[src/rtl/fir_coeff_ctrl.sv]
// fir_coeff_ctrl: coefficient and enable controller for the 12-tap FIR.
// Holds a shadow bank loaded from the slow-control bus and an active bank
// that drives the filter. A commit copies shadow to active in one edge, and
// the filter is then kept in bypass for FLUSH_CYCLES so that no output sample
// mixes old and new coefficients.
// Optional feature macro: FIR_COEFF_READBACK_EN adds a registered readback
// port (RD_ADDR / RD_SEL / RD_DATA) for either bank.
module fir_coeff_ctrl #(
  parameter int unsigned FLUSH_CYCLES = 16,
  parameter logic [15:0] RESET_C0     = 16'h2000
) (
  input  logic         CLK,
  input  logic         RSTb,
  input  logic         WR_EN,
  input  logic [3:0]   WR_ADDR,
  input  logic [15:0]  WR_DATA,
  input  logic         COMMIT,
  input  logic         FIR_REQ,
`ifdef FIR_COEFF_READBACK_EN
  input  logic [3:0]   RD_ADDR,
  input  logic         RD_SEL,
  output logic [15:0]  RD_DATA,
`endif
  output logic         ENABLE_FIR,
  output logic [191:0] COEFF_BUS,
  output logic         BUSY,
  output logic         ERR_ADDR,
  output logic [7:0]   COMMIT_CNT
);

  localparam int NTAPS = 12;
  // Counter load value; the FLUSH state itself lasts FLUSH_CYCLES edges.
  localparam logic [7:0] FLUSH_LOAD = 8'(FLUSH_CYCLES - 1);

  typedef enum logic [1:0] {
    ST_RUN   = 2'd0,
    ST_SWAP  = 2'd1,
    ST_FLUSH = 2'd2
  } state_t;

  state_t      state_q, state_d;
  logic [7:0]  flush_cnt_q, flush_cnt_d;
  logic        enable_q, enable_d;
  logic        busy_q, busy_d;
  logic        err_q, err_d;
  logic [7:0]  commit_cnt_q, commit_cnt_d;
  logic        copy_bank;

  logic [15:0] shadow_q [NTAPS];
  logic [15:0] shadow_d [NTAPS];
  logic [15:0] active_q [NTAPS];
  logic [15:0] active_d [NTAPS];

  // Control FSM: next state, filter enable, busy flag and commit counter.
  always_comb begin
    state_d      = state_q;
    flush_cnt_d  = flush_cnt_q;
    enable_d     = enable_q;
    busy_d       = busy_q;
    commit_cnt_d = commit_cnt_q;
    copy_bank    = 1'b0;
    case (state_q)
      ST_RUN: begin
        enable_d = FIR_REQ;
        if (COMMIT) begin
          state_d      = ST_SWAP;
          enable_d     = 1'b0;
          busy_d       = 1'b1;
          commit_cnt_d = commit_cnt_q + 8'd1;
        end
      end
      ST_SWAP: begin
        copy_bank   = 1'b1;
        flush_cnt_d = FLUSH_LOAD;
        enable_d    = 1'b0;
        state_d     = ST_FLUSH;
      end
      ST_FLUSH: begin
        enable_d = 1'b0;
        if (flush_cnt_q != 8'd0) begin
          flush_cnt_d = flush_cnt_q - 8'd1;
        end else begin
          state_d  = ST_RUN;
          busy_d   = 1'b0;
          enable_d = FIR_REQ;
        end
      end
      default: begin
        state_d  = ST_RUN;
        enable_d = 1'b0;
        busy_d   = 1'b0;
      end
    endcase
  end

  // Bank update: the copy reads shadow_q, so a write on the SWAP edge stays
  // in shadow only and is picked up by the next commit.
  always_comb begin
    err_d = err_q;
    for (int k = 0; k < NTAPS; k++) begin
      shadow_d[k] = shadow_q[k];
      active_d[k] = copy_bank ? shadow_q[k] : active_q[k];
      if (WR_EN && (WR_ADDR == 4'(k))) begin
        shadow_d[k] = WR_DATA;
      end
    end
    if (WR_EN && (WR_ADDR > 4'd11)) begin
      err_d = 1'b1;
    end
  end

  // State and bank registers with synchronous active-low reset.
  always_ff @(posedge CLK) begin
    if (!RSTb) begin
      state_q      <= ST_RUN;
      flush_cnt_q  <= 8'd0;
      enable_q     <= 1'b0;
      busy_q       <= 1'b0;
      err_q        <= 1'b0;
      commit_cnt_q <= 8'd0;
      for (int k = 0; k < NTAPS; k++) begin
        shadow_q[k] <= (k == 0) ? RESET_C0 : 16'h0000;
        active_q[k] <= (k == 0) ? RESET_C0 : 16'h0000;
      end
    end else begin
      state_q      <= state_d;
      flush_cnt_q  <= flush_cnt_d;
      enable_q     <= enable_d;
      busy_q       <= busy_d;
      err_q        <= err_d;
      commit_cnt_q <= commit_cnt_d;
      for (int k = 0; k < NTAPS; k++) begin
        shadow_q[k] <= shadow_d[k];
        active_q[k] <= active_d[k];
      end
    end
  end

  // Flatten the active bank onto the coefficient bus, tap k at [16k+15:16k].
  genvar gi;
  generate
    for (gi = 0; gi < NTAPS; gi++) begin : g_bus
      assign COEFF_BUS[16*gi +: 16] = active_q[gi];
    end
  endgenerate

  assign ENABLE_FIR = enable_q;
  assign BUSY       = busy_q;
  assign ERR_ADDR   = err_q;
  assign COMMIT_CNT = commit_cnt_q;

`ifdef FIR_COEFF_READBACK_EN
  logic [15:0] rd_data_q, rd_data_d;

  // Readback mux: out-of-range addresses return zero.
  always_comb begin
    rd_data_d = 16'h0000;
    for (int k = 0; k < NTAPS; k++) begin
      if (RD_ADDR == 4'(k)) begin
        rd_data_d = RD_SEL ? active_q[k] : shadow_q[k];
      end
    end
  end

  // Registered readback data, one cycle latency.
  always_ff @(posedge CLK) begin
    if (!RSTb) begin
      rd_data_q <= 16'h0000;
    end else begin
      rd_data_q <= rd_data_d;
    end
  end

  assign RD_DATA = rd_data_q;
`endif

endmodule
[config.mk]
export PLATFORM = sky130hd
export DESIGN_NAME = fir_coeff_ctrl
export DESIGN_NICKNAME = d
export VERILOG_FILES = /design/src/rtl/fir_coeff_ctrl.sv
export SDC_FILE = /design/constraint.sdc
export NUM_CORES = 1
export LEC_CHECK = 0
export CORE_MARGIN = 3
export CORE_UTILIZATION = 55
export DETAILED_ROUTE_END_ITERATION = 6
export PLACE_DENSITY = 0.81
export SETUP_SLACK_MARGIN = 0.05
export SLEW_MARGIN = 30
export SYNTH_ARGS = -nofsm -noshare
export SYNTH_HDL_FRONTEND = slang
export SYNTH_SLANG_ARGS = --single-unit
[constraint.sdc]
create_clock -name CLK -period 2.91 [get_ports CLK]
set_input_delay 0.582 -clock CLK [delete_from_list [all_inputs] [get_ports CLK]]
set_output_delay 0.582 -clock CLK [all_outputs]
set_load 0.02 [all_outputs]
# ---- Word-level counts from Yosys, hierarchy flattened
# Memory sizes are Yosys's and may differ from the RTL's.
# Cells that the tools add are included.
dict set report totals {
  regBits 21
  out_inout_bits 203
  ramBits 384
  input_bits 25
  elab_cells 135
  n_memories 2
}
dict set report classes {
  add_sub_neg 2
  bitwise_logic 25
  n_mux 62
  n_reduce_logical 21
  n_lt_le_gt_ge 1
  n_eq_ne 16
}
# name words width rd rd_ports_with_merged_regs write_ports line_no
set mem_list {}
lappend mem_list {active_q 12 16 12 0 12 51} ;# logic [15:0] active_q [NTAPS];
lappend mem_list {shadow_q 12 16 12 0 12 49} ;# logic [15:0] shadow_q [NTAPS];
# cell count
set op_table {}
lappend op_table {{$mux W16} 48}
lappend op_table {{$or A1 B1 Y1} 24}
lappend op_table {{$eq A4 B3 Y1 const B} 4}
lappend op_table {{$eq A4 B4 Y1 const B} 4}
lappend op_table {{$pmux W8 S2} 1}
lappend op_table {{$logic_and A1 B1 Y1} 13}
lappend op_table {{$add A8 B1 Y8 const B} 1}
lappend op_table {{$eq A4 B2 Y1 const B} 2}
lappend op_table {{$mux W8} 1}
lappend op_table {{$reduce_bool A8 Y1} 1}
lappend op_table {{$sub A8 B1 Y8 const B} 1}
lappend op_table {{$mux W1} 7}
lappend op_table {{$ne A2 B2 Y1 const B} 3}
lappend op_table {{$pmux W2 S3} 1}
lappend op_table {{$reduce_and A2 Y1} 3}
lappend op_table {{$eq A4 B1 Y1 const B} 1}
lappend op_table {{$gt A4 B4 Y1 const B} 1}
lappend op_table {{$logic_not A4 Y1} 1}
lappend op_table {{$mux W2} 2}
lappend op_table {{$pmux W1 S3} 1}
lappend op_table {{$reduce_and A3 Y1} 1}
lappend op_table {{$eq A2 B1 Y1 const B} 1}
lappend op_table {{$eq A2 B2 Y1 const B} 1}
lappend op_table {{$logic_not A2 Y1} 1}
lappend op_table {{other kinds (3)} 3}

# ---- Depth between registers and ports, before layout
dict set report logic_depth {
  word_depth 4
  mapped_depth 7
  depth_no_buf 5
}

# ---- Worst setup path before layout
# No wires, ideal clock.
dict set report synth_path {
  path_kind {input to register}
  from {in COMMIT}
  to {reg commit_cnt_q[5] (netlist: COMMIT_CNT[5])}
  cell_stages 4
  n_path_buf 1
  setup_slack_ps 1160
  setup_ps 70
  arrival_ps 1679
  t_required_ps 2840
  cell_sequence {or3b_1 > clkbuf_1 > or4_1 > a21oi_1}
}
dict set report synth_between {
  elab_chain_cells 1
}
# element line_no
set synth_rtl {}
lappend synth_rtl {{from (decl)} 17} ;# input logic COMMIT,
lappend synth_rtl {{$reduce_and A2 Y1 (no line)} -}
lappend synth_rtl {{to (signal assigned)} 131} ;# commit_cnt_q <= commit_cnt_d;
lappend synth_rtl {{to (decl)} 46} ;# logic [7:0] commit_cnt_q, commit_cnt_d;
# Every way passes these cells.
# A chain may end at the register's enable or synchronous reset.

# ---- Worst setup path after layout
dict set report layout_path {
  from {reg commit_cnt_q[4] (netlist: COMMIT_CNT[4])}
  to {out COMMIT_CNT[4]}
}
# element line_no
set layout_rtl {}
lappend layout_rtl {{to (decl)} 28} ;# output logic [7:0] COMMIT_CNT
# No word-level cell between the ends.

==> results.yml <==
critical_path:
  rr_startpoint: "flush_cnt_q[0]$_SDFFE_PN0P_"
  rrSetupSlack_ps: 1000
  crit_path_max_fanout: 6
  timing.reg2reg.worst_path_depth: 5
  worst_path_max_delay_cell: "sky130_fd_sc_hd__clkdlybuf4s50_1"
  reg2reg_to: "flush_cnt_q[1]$_SDFFE_PN0P_"
  data_arrival_time_at_the_worst_slack_endpoint_ps: 1590
  timing.critical_path.to_type: "primary output"
  path_cells: "clkdlybuf4s50_1"
  critPathTopFamily: "buffers and inverters"
  start_kind: "flip-flop"
  crit_buf_inv: 1
  worstSetupPathType: "reg2out"
  cp.required_ps: 2330
  slowest_delay_ps: 640
floorplanning:
  die_x_um: 170
  num_io_pins: 228
  start_util: 0.563
  floorplan.die_area_mm2: 0.0288
  die_span_in_y_um: 170
  core_region_area_mm2: 0.0262
  rows: 59
logic_synthesis:
  synth_edf_count: 0
  ys_seq_elements: 405
  synth_async_reset_ratio: 0
  synth-main-ff-cell: "sky130_fd_sc_hd__dfxtp_1"
  share_of_the_synthesized_area_in_the_top_cell_type: 0.549
  netlist-cell-type-count: 42
  syn_avg_cell_area_um2: 8.00
  most_used_standard_cells_in_the_synthesized_netlist: "sky130_fd_sc_hd__dfxtp_1, sky130_fd_sc_hd__a21oi_1, sky130_fd_sc_hd__nand2_1"
  seq_total_area_yosys: 0.549
  mappedNetlistNets: 1874
  yosysTopAreaCell: "sky130_fd_sc_hd__dfxtp_1"
  mappedNetlistArea_mm2: 0.0148
  cells_taking_the_most_area_after_synthesis: "sky130_fd_sc_hd__dfxtp_1, sky130_fd_sc_hd__a21oi_1, sky130_fd_sc_hd__nand2_1"
  synth_warnings: 0
  yosys.cell_count.top_type: "sky130_fd_sc_hd__dfxtp_1"
  postSynthCellCount: 1846
grt:
  grt_start_max_net_pins: 163
  grt-ovfl-total: 0
  grt_antenna_before_repair: 0
  groute.usage.overall: 0.289
  vias_in_the_first_global_route: 12996
  grt_first_pass_wirelength_um: 68200
timing:
  hold_fails_final_rpt: 0
  grt_setup_unrepaired: "no"
  timing_max_transition_violations_final: 0
  finalHoldWorstSlack_ps: 446
  fin_setup_tns_ps: 0
  worstMarginPinSlew_ps: 912
  slew_headroom: 0.390
  final_setup_violating_endpoints: 0
  period_share: 0.746
  post-route-min-period_ps: 2170
  fin_worst_skew_ps: 15.4
  max_clock_freq_mhz: 460
cells_and_area:
  syn2layout_area_growth_pct: 27.1
  ratio_of_cells_with_drive_above_1_in_the_final_layout: 0.0624
  finish.net_count: 1999
  num_antenna_cells: 0
clock_tree:
  postCtsResizedCells: 0
  postCtsSetupBuffers: 0
  worst_skew_late_latency_ps: 530
  clk_transition_reported_paths_ps: 60
  cts.hold.buffers_added: 0
  clock_tree.root_cell: "sky130_fd_sc_hd__clkbuf_16"
  numClockSinks: 405
  tritoncts: "yes"
  cts_made_buffers: 41
  cts.path.max_buffers: 3
  deepest_level_of_the_cts_h_tree: 2
placed_design:
  dp.final_hpwl_um: 25200
  place.gp.congestion: 0.808
  port-buffer-count: 227
outcome:
  run_status: "finished, final reports clean"
power_and_ir_drop:
  combinationalPowerShare: 0.065
  totalPowerFinal_mw: 11.9
  vdd_drop_max_uv: 382
  total_leakage_power_nw: 6.04
  share_clk_of_total_power: 0.458
  intPower_mw: 9.12
  p_seq_frac: 0.476
  sw_frac_of_total: 0.231
  cellPowerDensity_mw_per_mm2: 632
  switchingPower_mw: 2.74
routing:
  route.detailed.drc: 0
  routed_wirelength_um: 43700
  ant_nets: 0
  detail_route.vias_per_cell: 5.98
  detailedRoute.firstIterationViolations: 1744
  dr_total_vias: 13971
  number_of_iterations_in_the_first_detailed_routing_pass: 6
  wl_per_cell_um: 18.7
worst_hold_path:
  min-delay-path-class: "reg2reg"
  hp-start: "shadow_q[0][51]$_SDFFE_PN0P_"
  min_delay_path_depth: 2
  min_delay_worst_endpoint: "active_q[0][51]$_SDFFE_PN0P_"
run:
  max_cap_violations: 0
power groups by stage:
stage / logic (mW) / registers (mW) / clock network, mW
2_1_floorplan: 0.437 / 5.77 / 0
3_3_place_gp: 0.746 / 5.76 / 0
3_5_place_dp: 0.755 / 5.77 / 0
4_1_cts: 0.762 / 5.65 / 5.47
5_1_grt: 0.825 / 5.65 / 5.70
6_report: 0.776 / 5.65 / 5.44
per-layer routing:
| layer | track usage | part of all wire |
|---|---|---|
| met1 | 0.395 | 0.41 |
| met2 | 0.463 | 0.47 |
| met3 | 0.0476 | 0.086 |
| met4 | 0.113 | 0.035 |
| met5 | 0 | 0 |
cells in the final DEF, fill, tap and decap left out, types with 3 or more instances in the layout:
| master | synthesis | routed |
|---|---|---|
| sky130_fd_sc_hd__a21oi_1 | 393 | 393 |
| sky130_fd_sc_hd__a31oi_1 | 3 | 3 |
| sky130_fd_sc_hd__buf_12 | 0 | 18 |
| sky130_fd_sc_hd__buf_4 | 0 | 24 |
| sky130_fd_sc_hd__bufinv_16 | 0 | 3 |
| sky130_fd_sc_hd__clkbuf_1 | 165 | 8 |
| sky130_fd_sc_hd__clkbuf_16 | 0 | 43 |
| sky130_fd_sc_hd__clkbuf_8 | 0 | 13 |
| sky130_fd_sc_hd__clkdlybuf4s50_1 | 0 | 227 |
| sky130_fd_sc_hd__clkinv_2 | 0 | 4 |
| sky130_fd_sc_hd__dfxtp_1 | 405 | 405 |
| sky130_fd_sc_hd__ha_1 | 3 | 3 |
| sky130_fd_sc_hd__nand2_1 | 392 | 392 |
| sky130_fd_sc_hd__nand2b_1 | 5 | 3 |
| sky130_fd_sc_hd__nand3_1 | 196 | 196 |
| sky130_fd_sc_hd__nand3b_1 | 3 | 3 |
| sky130_fd_sc_hd__nor2_1 | 8 | 7 |
| sky130_fd_sc_hd__nor2b_4 | 0 | 3 |
| sky130_fd_sc_hd__nor3b_1 | 4 | 3 |
| sky130_fd_sc_hd__o211ai_1 | 3 | 3 |
| sky130_fd_sc_hd__o21ai_0 | 198 | 198 |
| sky130_fd_sc_hd__o31ai_1 | 3 | 3 |
| sky130_fd_sc_hd__or4_1 | 5 | 5 |
worst max path at each step:
stage                               startpoint                      endpoint  cells after the start
floorplan                               COMMIT    COMMIT_CNT[5]$_SDFFE_PN0P_                      4
global placement                    WR_ADDR[0]  shadow_q[0][15]$_SDFFE_PN0P_                      4
detailed placement                  WR_ADDR[0]   shadow_q[0][9]$_SDFFE_PN0P_                      4
CTS                 COMMIT_CNT[4]$_SDFFE_PN0P_                 COMMIT_CNT[4]                      1
global route        COMMIT_CNT[3]$_SDFFE_PN0P_                 COMMIT_CNT[3]                      1
finish              COMMIT_CNT[4]$_SDFFE_PN0P_                 COMMIT_CNT[4]                      1
flip-flops by register name (all words and copies together) (netlist names):
name / flops
active_q: 192
shadow_q: 192
COMMIT_CNT: 8
flush_cnt_q: 8
state_q: 2
BUSY: 1
ENABLE_FIR: 1
ERR_ADDR: 1
worst reg2reg max path, cell delays in order (launching register included):
cell,delay (ps)
sky130_fd_sc_hd__dfxtp_1,330
sky130_fd_sc_hd__inv_1,120
sky130_fd_sc_hd__ha_1,240
sky130_fd_sc_hd__nor3b_1,600
sky130_fd_sc_hd__a21boi_1,190
sky130_fd_sc_hd__o311a_1,330
cell type report:
class / instances / area [um2]
Multi-Input combinational cell: 1251 / 5990
Tap cell: 335 / 419
Sequential cell: 405 / 8110
Timing Repair Buffer: 269 / 2810
Fill cell: 2005 / 7440
Clock inverter: 10 / 138
Clock buffer: 64 / 1280
Inverter: 3 / 18.8
through the flow:
| step | cells | util | worst slack, ps | instance area (um2) |
|---|---|---|---|---|
| after detailed placement | 2263 | 0.662 | 356 | 17300 |
| after CTS | 2337 | 0.716 | 724 | 18800 |
| after global routing | 2337 | 0.716 | 677 | 18800 |
| after global placement | 2263 | 0.662 | 483 | 17300 |
| after floorplan | 1846 | - | 1160 | 14800 |
| final | 2337 | 0.716 | 738 | 18800 |
cell families after synthesis:
kind of cell,after synthesis,share of synthesized area
adders and majority gates,3,0.00254
buffers and inverters,190,0.0486
and+or+nand+nor,637,0.188
DFF,405,0.549
xor gates and xnor gates,2,0.00119
muxes,2,0.00136
AOI/OAI and AO/OA,607,0.209
Power figures use the tool's default switching activity.
